<file path="src/rtl/seg_scan_controller_if.sv">
// Bus bundle between the scan controller and its surroundings. The controller
// sits on the slave modport; the host/decoder side uses the master modport.
interface seg_scan_controller_if #(
  parameter int unsigned NUM_DIGITS = 4
);
  logic [4*NUM_DIGITS-1:0] data_in;
  logic                    load;
  logic [NUM_DIGITS-1:0]   digit_en;
  logic [3:0]              nibble;
  logic [6:0]              seg_in;
  logic [6:0]              seg;
  logic [NUM_DIGITS-1:0]   an;
  logic                    frame_done;

  modport master (
    output data_in, load, digit_en, seg_in,
    input  nibble, seg, an, frame_done
  );

  modport slave (
    input  data_in, load, digit_en, seg_in,
    output nibble, seg, an, frame_done
  );
endinterface

</file>
<file path="src/rtl/seg_scan_controller.sv">
// Multiplexed seven-segment scan controller. One shared external decoder is
// fed a registered nibble; its active-low pattern is registered onto seg while
// the matching active-low anode is driven. Display data is double-buffered and
// only swapped at the frame boundary so a frame is never torn.
module seg_scan_controller #(
  parameter int unsigned NUM_DIGITS   = 4,
  parameter int unsigned CLK_DIV      = 50000,
  parameter int unsigned BLANK_CYCLES = 2
) (
  input logic                  clk,
  input logic                  reset,
  seg_scan_controller_if.slave bus
);
  localparam int unsigned DataW  = 4 * NUM_DIGITS;
  localparam int unsigned IdxW   = (NUM_DIGITS > 1) ? $clog2(NUM_DIGITS) : 1;
  localparam int unsigned CntMax = (CLK_DIV > BLANK_CYCLES) ? CLK_DIV : BLANK_CYCLES;
  localparam int unsigned CntW   = (CntMax > 1) ? $clog2(CntMax) : 1;
  localparam logic [6:0]  SegOff = 7'h7F;

  typedef enum logic [0:0] {StBlank, StShow} state_e;

  state_e                state_q, state_d;
  logic [IdxW-1:0]       idx_q, idx_d;
  logic [CntW-1:0]       cnt_q, cnt_d;
  logic [3:0]            nibble_q, nibble_d;
  logic [6:0]            seg_q, seg_d;
  logic [NUM_DIGITS-1:0] an_q, an_d;
  logic                  frame_done_q, frame_done_d;
  logic [DataW-1:0]      active_q, active_d;
  logic [DataW-1:0]      pending_q, pending_d;
  logic                  pend_valid_q, pend_valid_d;

  logic                  blank_last;
  logic                  show_last;
  logic                  last_digit;
  logic                  boundary;
  logic [NUM_DIGITS-1:0] an_lit;

  assign blank_last = (state_q == StBlank) && (cnt_q == CntW'(BLANK_CYCLES - 1));
  assign show_last  = (state_q == StShow) && (cnt_q == CntW'(CLK_DIV - 1));
  assign last_digit = (idx_q == IdxW'(NUM_DIGITS - 1));
  assign boundary   = show_last && last_digit;

  // Anode pattern for the current digit, honouring the live digit enable.
  always_comb begin
    an_lit = '1;
    if (bus.digit_en[idx_q]) an_lit[idx_q] = 1'b0;
  end

  // Next-state: scan sequencing, output registers and display double-buffer.
  always_comb begin
    state_d    = state_q;
    idx_d      = idx_q;
    cnt_d      = cnt_q + CntW'(1);
    nibble_d   = nibble_q;
    seg_d      = seg_q;
    an_d       = an_q;
    active_d   = active_q;
    pending_d  = pending_q;
    pend_valid_d = pend_valid_q;
    // Registered one cycle early so the pulse lands on the last lit cycle.
    frame_done_d = (state_q == StShow) && last_digit && (cnt_q == CntW'(CLK_DIV - 2));

    // Buffer swap only at the frame boundary; a coincident load goes straight in.
    if (boundary) begin
      if (bus.load) begin
        active_d = bus.data_in;
      end else if (pend_valid_q) begin
        active_d = pending_q;
      end
      pend_valid_d = 1'b0;
    end else if (bus.load) begin
      pending_d    = bus.data_in;
      pend_valid_d = 1'b1;
    end

    unique case (state_q)
      StBlank: begin
        seg_d = SegOff;
        an_d  = '1;
        if (blank_last) begin
          // nibble has been stable for the whole gap, so seg_in is settled.
          state_d = StShow;
          cnt_d   = '0;
          seg_d   = bus.seg_in;
          an_d    = an_lit;
        end
      end
      StShow: begin
        seg_d = bus.seg_in;
        an_d  = an_lit;
        if (show_last) begin
          state_d  = StBlank;
          cnt_d    = '0;
          idx_d    = last_digit ? '0 : idx_q + IdxW'(1);
          seg_d    = SegOff;
          an_d     = '1;
          nibble_d = active_d[int'(idx_d)*4 +: 4];
        end
      end
      default: state_d = StBlank;
    endcase
  end

  // State and output registers with synchronous reset.
  always_ff @(posedge clk) begin
    if (reset) begin
      state_q      <= StBlank;
      idx_q        <= '0;
      cnt_q        <= '0;
      nibble_q     <= '0;
      seg_q        <= SegOff;
      an_q         <= '1;
      frame_done_q <= 1'b0;
      active_q     <= '0;
      pending_q    <= '0;
      pend_valid_q <= 1'b0;
    end else begin
      state_q      <= state_d;
      idx_q        <= idx_d;
      cnt_q        <= cnt_d;
      nibble_q     <= nibble_d;
      seg_q        <= seg_d;
      an_q         <= an_d;
      frame_done_q <= frame_done_d;
      active_q     <= active_d;
      pending_q    <= pending_d;
      pend_valid_q <= pend_valid_d;
    end
  end

  assign bus.nibble     = nibble_q;
  assign bus.seg        = seg_q;
  assign bus.an         = an_q;
  assign bus.frame_done = frame_done_q;

endmodule
</file>
<file path="src/flat_wrapper.sv">
// flat-port wrapper written by rule: the top's interface ports become plain ports
module seg_scan_controller_flat 
#(
  parameter int unsigned NUM_DIGITS   = 4,
  parameter int unsigned CLK_DIV      = 50000,
  parameter int unsigned BLANK_CYCLES = 2
)
  (clk, reset, bus_data_in, bus_load, bus_digit_en, bus_seg_in, bus_nibble, bus_seg, bus_an, bus_frame_done);
  seg_scan_controller_if #(.NUM_DIGITS(NUM_DIGITS)) bus_i ();
  input logic clk;
  input logic reset;
  input wire logic [$bits(bus_i.data_in)-1:0] bus_data_in;
  input wire logic [$bits(bus_i.load)-1:0] bus_load;
  input wire logic [$bits(bus_i.digit_en)-1:0] bus_digit_en;
  input wire logic [$bits(bus_i.seg_in)-1:0] bus_seg_in;
  output wire logic [$bits(bus_i.nibble)-1:0] bus_nibble;
  output wire logic [$bits(bus_i.seg)-1:0] bus_seg;
  output wire logic [$bits(bus_i.an)-1:0] bus_an;
  output wire logic [$bits(bus_i.frame_done)-1:0] bus_frame_done;
  assign bus_i.data_in = bus_data_in;
  assign bus_i.load = bus_load;
  assign bus_i.digit_en = bus_digit_en;
  assign bus_i.seg_in = bus_seg_in;
  assign bus_nibble = bus_i.nibble;
  assign bus_seg = bus_i.seg;
  assign bus_an = bus_i.an;
  assign bus_frame_done = bus_i.frame_done;
  seg_scan_controller #(.NUM_DIGITS(NUM_DIGITS), .CLK_DIV(CLK_DIV), .BLANK_CYCLES(BLANK_CYCLES)) u_core (.clk(clk), .reset(reset), .bus(bus_i));
endmodule
</file>
<file path="config.mk">
export PLATFORM = sky130hd
export DESIGN_NAME = seg_scan_controller_flat
export DESIGN_NICKNAME = d
export VERILOG_FILES = /design/src/rtl/seg_scan_controller_if.sv /design/src/rtl/seg_scan_controller.sv /design/src/flat_wrapper.sv
export SDC_FILE = /design/constraint.sdc
export NUM_CORES = 1
export LEC_CHECK = 0
export ABC_AREA = 1
export CAP_MARGIN = 20
export CORE_MARGIN = 5
export CORE_UTILIZATION = 55
export CTS_CLUSTER_SIZE = 10
export DETAILED_ROUTE_END_ITERATION = 12
export GPL_TIMING_DRIVEN = 1
export PLACE_DENSITY = 0.8
export SKIP_CTS_REPAIR_TIMING = 1
export SYNTH_ARGS = -nofsm -noshare
export SYNTH_HDL_FRONTEND = slang
export SYNTH_SLANG_ARGS = --single-unit
</file>
<file path="constraint.sdc">
create_clock -name clk -period 4.3 [get_ports clk]
set_input_delay 0.86 -clock clk [delete_from_list [all_inputs] [get_ports clk]]
set_output_delay 0.86 -clock clk [all_outputs]
set_load 0.005 [all_outputs]
</file>
Word-level counts from Yosys, hierarchy flattened
Index checks and enable logic that the tools add are counted.
W data, S select, Z words.
{"block": "totals", "regBits": 68, "inputBits": 30, "output_inout_bits": 16}
{"block": "op_classes", "addsub": 2, "order_cmp": 2, "eq_ne": 4, "shift": 1, "muxes": 21, "n_bitwise": 3, "reduce_logical": 9}
{"cell": "$mux W16", "count": 5}
{"cell": "$eq A16 B16 Y1 const B", "count": 2}
{"cell": "$pmux W16 S2", "count": 1}
{"cell": "$add A16 B1 Y16 const B", "count": 1}
{"cell": "$eq A16 B1 Y1 const B", "count": 1}
{"cell": "$shiftx A16 B5 Y4", "count": 1}
{"cell": "$mux W7", "count": 2}
{"cell": "$pmux W7 S2", "count": 1}
{"cell": "$mux W4", "count": 3}
{"cell": "$pmux W4 S2", "count": 1}
{"cell": "$logic_and A1 B1 Y1", "count": 6}
{"cell": "$mux W1", "count": 4}
{"cell": "$not A4 Y4", "count": 1}
{"cell": "$reduce_and A2 Y1", "count": 2}
{"cell": "$lt A2 B3 Y1 const B", "count": 1}
{"cell": "$add A2 B1 Y2 const B", "count": 1}
{"cell": "$bmux W1 S2", "count": 1}
{"cell": "$demux W1 S2", "count": 1}
{"cell": "$eq A2 B2 Y1 const B", "count": 1}
{"cell": "$ge A2 B1 Y1 const B", "count": 1}
{"cell": "$mux W2", "count": 1}
{"cell": "$not A1 Y1", "count": 2}
{"cell": "$pmux W1 S2", "count": 1}
{"cell": "$reduce_or A2 Y1", "count": 1}

Depth between registers and ports, before layout
Gate-level depths: netlist of the first run.
{"block": "depth", "word_depth": 8, "mapped_depth": 11}

Least setup slack after synthesis of the first run
No wires, ideal clock.
{"block": "synth_path", "path_type": "input port to flip-flop", "startpoint": "input port bus_load", "endpoint": "register u_core.nibble_q[2], in the netlist u_core.bus.nibble[2]", "arrival_ps": 1857, "t_required_ps": 4230, "slack_ps": 2373, "stages": 9, "n_path_buf": 2, "path_cell_list": "clkbuf_2 inv_1 buf_2 nor2_1 a31oi_1 nand3_1 nand3_1 nand2_1 a21oi_1"}
{"block": "synth_via", "elab_chain_cells": 3}
{"element": "start: declaration", "line": "flat_wrapper.sv:13", "rtl": "input wire logic [$bits(bus_i.load)-1:0] bus_load;"}
{"element": "$mux W16", "line": "seg_scan_controller.sv:66", "rtl": "if (bus.load) begin"}
{"element": "$mux W16", "line": "seg_scan_controller.sv:65", "rtl": "if (boundary) begin"}
{"element": "$shiftx A16 B5 Y4", "line": "seg_scan_controller.sv:98", "rtl": "nibble_d = active_d[int'(idx_d)*4 +: 4];"}
{"element": "end signal: assignment", "line": "seg_scan_controller.sv:122", "rtl": "nibble_q <= nibble_d;"}
{"element": "end: declaration", "line": "seg_scan_controller.sv:25", "rtl": "logic [3:0] nibble_q, nibble_d;"}
No other way between the ends.
A chain may end at the register's enable or synchronous reset.

Final worst setup path of the first run
{"block": "layout_path", "startpoint": "input port bus_load", "endpoint": "register u_core.nibble_q[1], in the netlist u_core.bus.nibble[1]"}
The elaborated chain is that of the path after synthesis.

==> summary.txt, run 1 <==
Floorplan
  – Boundary pin count: 46
  – Initial cell density of the core: 56.4%
  – Area enclosed by the die boundary: 0.00773 mm²
  – Core box area: a little under 0.006 mm²
  – Placement row count: 28
  – DIE WIDTH: 87.9 µm
  – Y dimension of the die: 87.9 µm

Cells and area
  – Antenna diodes: 0
  – Synth-to-Final Area Change: 19.4%
  – Footprint of the flip-flops and latches: 0.00136 mm²
  – Final nets: between 500 and 600
  – Fraction of final layout cells sized beyond drive strength 1: 11.0%
  – Area of the multi-input gates: 0.00164 mm²
  – Filler cell count: 506
  – Post-Layout Inst Area: roughly 0.004 mm²

Pwr
  – Fraction of power spent switching nets: 24.8%
  – Combinational fraction of design power: 10.8%
  – P per Cell Area: 357 mW/mm²
  – Maximum ir drop on the vdd rail: 0.209 mV
  – Power share of the clock group: between 40% and 50%
  – Relative contribution of sequential cells to total power: 47.6%
  – Switching power of the nets: 0.354 mW
  – Static Leak: around 1.5 nW
  – Internal power consumption: 1.07 mW

Setup path
  – Total stage count of the critical path: 7
  – Type of the worst setup path: input port to flop
  – Largest driver fanout on the critical path: 16
  – Required time reported for the critical path endpoint: 4.57 ns
  – Arrival time worst endpoint: 2.84 ns
  – Cell-by-cell listing of the critical path: clkdlybuf4s50_1, inv_1, a31oi_1, nand3_1, nand3_1, nand2_1, a21oi_1
  – Cell class contributing the biggest share of worst-path delay: buffers and inverters
  – Worst path bufs/invs: 2
  – Critical Path Start: bus_load
  – FF-to-FF Start: u_core.cnt_q[0]$_SDFF_PP0_
  – Slowest stage cell, crit path: sky130_fd_sc_hd__clkdlybuf4s50_1
  – Nature of the critical path endpoint: flop
  – Cell occurring most often along the worst timing path: sky130_fd_sc_hd__nand3_1
  – Critical Path Start Type: input port
  – Register-to-Register Path Depth: 10
  – Biggest cell delay along the critical path: 0.86 ns

Route
  – Wirelength per Cell: between 10 and 15 µm
  – Vias: 2982
  – Starting DRC count in detailed routing: 214
  – Sum of routed wire length over all layers: 7480 µm
  – DRC errors left: 0
  – Via-to-Cell Ratio: 5.34
  – Post-detailed-route count of antenna-violating nets: 0
  – Iteration count of the initial detailed-routing pass: 5

STA
  – Slew Limit Headroom: 58.5%
  – Layout Skew: approximately 0.0089 ns
  – Setup violations, final: 0
  – Final number of hold-violating endpoints: 0
  – Highest clock frequency the design can meet: 390 MHz
  – Transition time of the tightest slew-check pin: 0.621 ns
  – Crit share post-route: 59.7%
  – Final min period: 2.57 ns
  – Final total negative setup slack: 0 ns
  – Final Max Tran Viols: 0
  – Unrepaired setup endpoints after global routing: false

Global route
  – First-pass GRT wire length: 12500 µm
  – Sum of overflow across all layers after global routing: 0
  – Global routing usage summed across all routing layers: 20.4%
  – Vias in the first global route: 2772
  – Initial antenna violation count: 0
  – Largest net degree at the start of global routing: 34

Min path
  – Depth of the worst hold-timing path: 2
  – Worst Min Path Start: u_core.pending_q[2]$_SDFFE_PP0P_
  – Tightest Hold Check Type: flop to flop

Outcome
  – Outcome: finished clean

Yosys
  – Syn nets: 477
  – Count of unique library cells instantiated by Yosys: 42
  – Number of synthesis warnings: 0
  – Portion of the post-synthesis area used by sequential elements: 40.8%
  – Gate count after technology mapping: 440
  – Seq cells post-synth: 68
  – Summed instance area of the synthesized netlist: about 0.0033 mm²
  – Mean post-synth cell area: 7.59 µm²

Place
  – RePlAce Congestion: between 0.9 and 1
  – Placement-stage cell area: 0.00376 mm²
  – Detailed placement HPWL: around 5300 µm
  – Total of buffers placed on input and output ports: 45

CTS
  – Clock network latency to the later pin of the worst-skew pair: 0.34 ns
  – Clock slew seen by the registers of the worst setup and hold paths: 0.08 ns
  – Num CTS Buffers: 9
  – CTS H-tree depth: 3
  – CTS tree: yes
  – Maximum clock insertion buffer count: 2
  – Clock Tree Root: sky130_fd_sc_hd__clkbuf_8
  – Total number of clock tree sinks: just under 70

Run
  – Count of max-cap constraint violations: 0
==> area by class of cell <==
class	count	share of cell area, %
inverters	55	5.21
multi-input cells	298	41.2
flip-flops and latches	68	34.1
repair buffers	46	11.5
well taps	75	2.35
clock inverters	6	2.20
clock buffers	10	3.45
==> synth_stat cells <==
cell	n	area, µm²
sky130_fd_sc_hd__nand3b_1	1	7.51
sky130_fd_sc_hd__nand3_1	32	160
sky130_fd_sc_hd__inv_1	49	184
sky130_fd_sc_hd__nor3b_1	2	15.0
sky130_fd_sc_hd__buf_6	3	33.8
sky130_fd_sc_hd__a221oi_1	3	26.3
sky130_fd_sc_hd__a221o_1	1	10.0
sky130_fd_sc_hd__o21a_1	1	7.51
sky130_fd_sc_hd__a32o_1	1	10.0
sky130_fd_sc_hd__ha_1	7	87.6
sky130_fd_sc_hd__nand3_2	2	20.0
sky130_fd_sc_hd__buf_8	1	15.0
sky130_fd_sc_hd__buf_1	1	3.75
sky130_fd_sc_hd__o22ai_1	2	12.5
sky130_fd_sc_hd__nor2_4	3	33.8
sky130_fd_sc_hd__nor2_1	65	244
sky130_fd_sc_hd__o21ai_1	4	20.0
sky130_fd_sc_hd__clkinv_2	1	5.00
sky130_fd_sc_hd__nand2_1	69	259
sky130_fd_sc_hd__nand3_4	1	17.5
sky130_fd_sc_hd__nor4_1	3	18.8
sky130_fd_sc_hd__clkbuf_2	1	5.00
sky130_fd_sc_hd__a21oi_1	15	75.1
sky130_fd_sc_hd__clkinv_1	2	7.51
sky130_fd_sc_hd__buf_12	1	20.0
sky130_fd_sc_hd__a31oi_1	4	25.0
sky130_fd_sc_hd__clkbuf_1	8	30.0
sky130_fd_sc_hd__xnor2_1	3	26.3
sky130_fd_sc_hd__nor3_1	7	35.0
sky130_fd_sc_hd__inv_2	3	11.3
sky130_fd_sc_hd__o21ai_0	18	90.1
sky130_fd_sc_hd__or2_1	8	50.1
sky130_fd_sc_hd__buf_2	4	20.0
sky130_fd_sc_hd__nand2_2	6	37.5
sky130_fd_sc_hd__a211oi_1	5	37.5
sky130_fd_sc_hd__nand4_1	12	75.1
sky130_fd_sc_hd__nand2_4	1	11.3
sky130_fd_sc_hd__nor2_2	3	18.8
sky130_fd_sc_hd__xor2_1	3	26.3
sky130_fd_sc_hd__dfxtp_1	68	1360
sky130_fd_sc_hd__a21oi_2	4	35.0
sky130_fd_sc_hd__a211oi_2	12	150
==> worst min-delay path, delay by kind of cell, from the launching register on <==
kind / cells / cell delay, ns
flip-flops: 1 / 0.30
buffers and inverters: 1 / 0.07
AO/OA/AOI/OAI: 1 / 0.05
==> cells by family after synthesis <==
group           count (synthesis)  share of synthesized area (%)
simple gates                  215                           30.0
buf+inv                        74                           10.0
compound gates                 70                           14.9
flops                          68                           40.8
fa+ha+maj                       7                           2.62
xor+xnor                        6                           1.57
==> worst paths after layout <==
check / slack (ns) / to
worst min register to register: 0.46 / u_core.pending_q[2]$_SDFFE_PP0P_
worst max register to register: 1.91 / u_core.pending_q[10]$_SDFFE_PP0P_
worst max-delay path: 1.73 / u_core.bus.nibble[1]$_SDFFE_PP0P_
worst min-delay path: 0.46 / u_core.pending_q[2]$_SDFFE_PP0P_
==> flip-flops by register name, summed over array words and instances (netlist names), 2 cells and up <==
name               count
u_core.cnt_q          16
u_core.idx_q           2
u_core.pending_q      16
u_core.bus.seg         7
u_core.active_q       16
u_core.bus.nibble      4
u_core.bus.an          4
==> cell usage in the layout, fill, tap and decap left out, types with 3 or more instances in the layout <==
cell type / n
sky130_fd_sc_hd__a221oi_1: 3
sky130_fd_sc_hd__nor2_1: 65
sky130_fd_sc_hd__a31oi_1: 4
sky130_fd_sc_hd__a21oi_2: 4
sky130_fd_sc_hd__inv_1: 49
sky130_fd_sc_hd__nand3_1: 32
sky130_fd_sc_hd__a21oi_1: 15
sky130_fd_sc_hd__nor2_2: 3
sky130_fd_sc_hd__or2_1: 8
sky130_fd_sc_hd__nor4_1: 3
sky130_fd_sc_hd__dfxtp_1: 68
sky130_fd_sc_hd__xnor2_1: 3
sky130_fd_sc_hd__o21ai_0: 18
sky130_fd_sc_hd__nand2_1: 69
sky130_fd_sc_hd__o21ai_1: 4
sky130_fd_sc_hd__nor3_1: 7
sky130_fd_sc_hd__a211oi_1: 5
sky130_fd_sc_hd__clkbuf_8: 10
sky130_fd_sc_hd__xor2_1: 3
sky130_fd_sc_hd__clkinvlp_4: 3
sky130_fd_sc_hd__nand4_1: 12
sky130_fd_sc_hd__a211oi_2: 12
sky130_fd_sc_hd__clkdlybuf4s50_1: 45
sky130_fd_sc_hd__inv_2: 3
sky130_fd_sc_hd__ha_1: 7
sky130_fd_sc_hd__nand2_2: 6
sky130_fd_sc_hd__nor2_4: 3
==> per-layer routing <==
layer  share of wire (%)  vias to the layer above  routed length (µm)  track usage [%]
met1                  45                     1322                3350             26.2
met4                 1.7                        0                 127             8.37
met3                 8.0                       13                 602             4.05
met5                   0                        -                   0                0
met2                  45                      123                3400             33.6
li1                    -                     1524                   -                -
==> per-stage QoR <==
step	hold slack (ns)	instances	setup WS, ns	power (mW)	utilization, %
2_1_floorplan	0.437	440	2.37	0.786	-
3_3_place_gp	0.446	542	1.50	0.842	63.6
3_5_place_dp	0.457	542	1.43	0.846	63.6
4_1_cts	0.468	558	1.77	1.43	67.4
5_1_grt	0.490	558	1.50	1.48	67.4
6_report	0.463	558	1.73	1.43	67.4
==> power by group through the flow <==
stage          Combinational [mW]  Sequential (mW)  Clock [mW]
3_3_place_gp                0.150            0.692           0
3_5_place_dp                0.154            0.692           0
4_1_cts                     0.155            0.678       0.602
2_1_floorplan               0.104            0.682           0
5_1_grt                     0.172            0.681       0.629
6_report                    0.154            0.679       0.592
No activity file was read; power rests on OpenSTA's default activity.
==> inputs of run 2 (changes only) <==
Clock period 4.3 ns to 2.6 ns, I/O delays scaled along.
==> run 2 against run 1 <==
Net effect: sequential share of layout area fell by 0.23 points; critical endpoint is now u_core.bus.nibble[2]$_SDFFE_PP0P_; global-route usage is 1.1 points higher; register-to-register slack lost 1.3 ns; die area stayed put; core utilization grew 0.46 points; largest power group unchanged; sequential power up 65%; largest cell class unchanged; highest routed layer unchanged.
==> summary.txt, run 2 (synthesis gave the netlist of run 1 again) <==
STA
  – Unrepaired setup endpoints after global routing: false (unchanged)
  – Highest clock frequency the design can meet: 503 MHz
  – Transition time of the tightest slew-check pin: 0.496 ns (was 0.621 ns)
  – Final min period: 1.99 ns
  – Crit share post-route: 76.4%
  – Layout Skew: 0.00609 ns (was 0.00889 ns)
  – Slew Limit Headroom: 66.9% (was 58.5%)
  – Worst hold margin: 0.466 ns (was 0.463 ns)
  – Setup violations, final: 0 (unchanged)
  – Final total negative setup slack: 0 ns (unchanged)
  – Final Max Tran Viols: 0 (unchanged)
  – Final number of hold-violating endpoints: 0 (unchanged)

Floorplan
  – DIE WIDTH: 87.9 µm (unchanged)
  – Boundary pin count: 46 (unchanged)
  – Placement row count: 28 (unchanged)
  – Area enclosed by the die boundary: 0.00773 mm² (unchanged)
  – Core box area: 0.00592 mm² (unchanged)
  – Y dimension of the die: 87.9 µm (unchanged)
  – Initial cell density of the core: 56.4% (unchanged)

Place
  – Placed instance count: 547 (was 542)
  – Detailed placement HPWL: 5450 µm (was 5310 µm)
  – Total of buffers placed on input and output ports: 45 (unchanged)
  – RePlAce Congestion: 0.892 (was 0.901)

CTS
  – CTS H-tree depth: 3 (unchanged)
  – CTS tree: yes (unchanged)
  – Total number of clock tree sinks: 68 (unchanged)
  – Maximum clock insertion buffer count: 2 (unchanged)
  – Clock network latency to the later pin of the worst-skew pair: 0.35 ns (was 0.34 ns)
  – Clock slew seen by the registers of the worst setup and hold paths: 0.07 ns (was 0.08 ns)
  – Clock Tree Root: sky130_fd_sc_hd__clkbuf_8 (unchanged)
  – Num CTS Buffers: 9 (unchanged)

Cells and area
  – Filler cell count: 500 (was 506)
  – Filler-free cell count of the finished design: 563 (was 558)
  – Fraction of final layout cells sized beyond drive strength 1: 11.9% (was 11.0%)
  – Registers with the highest flip-flop counts: u_core.active_q (16), u_core.cnt_q (16), u_core.pending_q (16) (unchanged)
  – Synth-to-Final Area Change: 20.3% (was 19.4%)
  – Footprint of the flip-flops and latches: 0.00136 mm² (unchanged)
  – Area of the multi-input gates: 0.00164 mm² (unchanged)
  – Final nets: 520 (was 515)
  – Antenna diodes: 0 (unchanged)
  – Top library cells by usage in the layout, fill and taps aside: sky130_fd_sc_hd__nand2_1 (69), sky130_fd_sc_hd__dfxtp_1 (68), sky130_fd_sc_hd__nor2_1 (65) (unchanged)
  – Most common cell after layout, fill and taps aside: sky130_fd_sc_hd__nand2_1 (unchanged)
  – Post-layout util: 67.8% (was 67.4%)

Global route
  – First-pass GRT wire length: 13000 µm (was 12500 µm)
  – Largest net degree at the start of global routing: 33 (was 34)
  – Sum of overflow across all layers after global routing: 0 (unchanged)
  – Global routing usage summed across all routing layers: 21.6% (was 20.4%)
  – Vias in the first global route: 2862 (was 2772)
  – Initial antenna violation count: 0 (unchanged)

Setup path
  – Cell-by-cell listing of the critical path: ha_1, inv_1, nor2_4, nand3_2, nor2_4, nand3_4, buf_4, nand2_1, nand3_1, nand2_1, a21oi_1 (was clkdlybuf4s50_1, inv_1, a31oi_1, nand3_1, nand3_1, nand2_1, a21oi_1)
  – Largest driver fanout on the critical path: 23 (was 16)
  – Arrival time worst endpoint: 2.22 ns (was 2.84 ns)
  – Required time reported for the critical path endpoint: 2.83 ns (was 4.57 ns)
  – Type of the worst setup path: flop to flop (was input port to flop)
  – Critical Path Start Type: flop (was input port)
  – Slowest stage cell, crit path: sky130_fd_sc_hd__dfxtp_1 (was sky130_fd_sc_hd__clkdlybuf4s50_1)
  – Biggest cell delay along the critical path: 0.43 ns (was 0.86 ns)
  – Nature of the critical path endpoint: flop (unchanged)

Pwr
  – Static Leak: 1.57 nW (was 1.54 nW)
  – Sum of internal, switching and leakage power: 2.33 mW (was 1.43 mW)
  – P per Cell Area: 580 mW/mm² (was 357 mW/mm²)
  – Maximum ir drop on the vdd rail: 0.365 mV (was 0.209 mV)

Route
  – Post-detailed-route count of antenna-violating nets: 0 (unchanged)
  – Uppermost signal routing layer after detailed routing: met4 (unchanged)
  – DRC errors left: 0 (unchanged)
  – Sum of routed wire length over all layers: 7660 µm (was 7480 µm)
  – Vias: 2995 (was 2982)
  – Met3 WL: 524 µm (was 602 µm)
  – Via-to-Cell Ratio: 5.32 (was 5.34)
  – Wirelength per Cell: 13.6 µm (was 13.4 µm)
  – Starting DRC count in detailed routing: 159 (was 214)
  – Metal-1 WL: 3450 µm (was 3350 µm)
  – Iteration count of the initial detailed-routing pass: 6 (was 5)
  – Length of routed met2 wiring: 3580 µm (was 3400 µm)

Outcome
  – Outcome: finished clean (unchanged)

Run
  – Count of max-cap constraint violations: 0 (unchanged)

Min path
  – Tightest Hold Check Type: flop to flop (unchanged)
==> run 2: cell count changes in the layout (fill, tap and decap cells not counted), sizes merged <==
cell      delta
clkbuf       -1
clkinvlp     -2
buf          +5
clkinv       +3
==> run 2: through the flow <==
step	cell area, µm²	setup WS (ns)
4_1_cts	4020	0.615
5_1_grt	4020	0.411
3_5_place_dp	3800	0.546
2_1_floorplan	3340	0.881
3_3_place_gp	3800	0.581
6_report	4020	0.613
==> run 2: worst paths after layout <==
check,endpoint,startpoint,slack [ns],cells after the start
setup / recovery,u_core.bus.nibble[2]$_SDFFE_PP0P_,u_core.cnt_q[0]$_SDFF_PP0_,0.61,11
hold reg to reg,u_core.pending_q[0]$_SDFFE_PP0P_,u_core.pending_q[0]$_SDFFE_PP0P_,0.47,2
setup reg to reg,u_core.bus.nibble[2]$_SDFFE_PP0P_,u_core.cnt_q[0]$_SDFF_PP0_,0.61,11
hold / removal,u_core.pending_q[0]$_SDFFE_PP0P_,u_core.pending_q[0]$_SDFFE_PP0P_,0.47,2
==> run 2: per-layer routing <==
layer,global-route usage [%],up-vias
li1,-,1531
met1,27.7,1361
met2,35.1,94
met3,4.23,9
met4,9.62,0
met5,0,-
==> run 2: area by class of cell <==
class | instances | share of cell area (%)
Tap cell | 75 | 2.34
Clock buffer | 9 | 3.08
Sequential cell | 68 | 33.9
Timing Repair Buffer | 51 | 12.3
Inverter | 55 | 5.17
Multi-Input combinational cell | 298 | 40.9
Clock inverter | 7 | 2.27
==> run 2: power by group <==
| part | switching, mW | leakage (nW) | internal (mW) |
|---|---|---|---|
| sequential | 0.0313 | 0.554 | 1.09 |
| combinational | 0.142 | 0.906 | 0.127 |
| clock | 0.407 | 0.109 | 0.536 |
==> run 2: worst max-delay path: cells and delay by family (launching register included) <==
family / cells / cell delay (ns)
simple gates: 7 / 0.82
flops: 1 / 0.43
fa+ha+maj: 1 / 0.22
buf+inv: 2 / 0.32
compound gates: 1 / 0.07
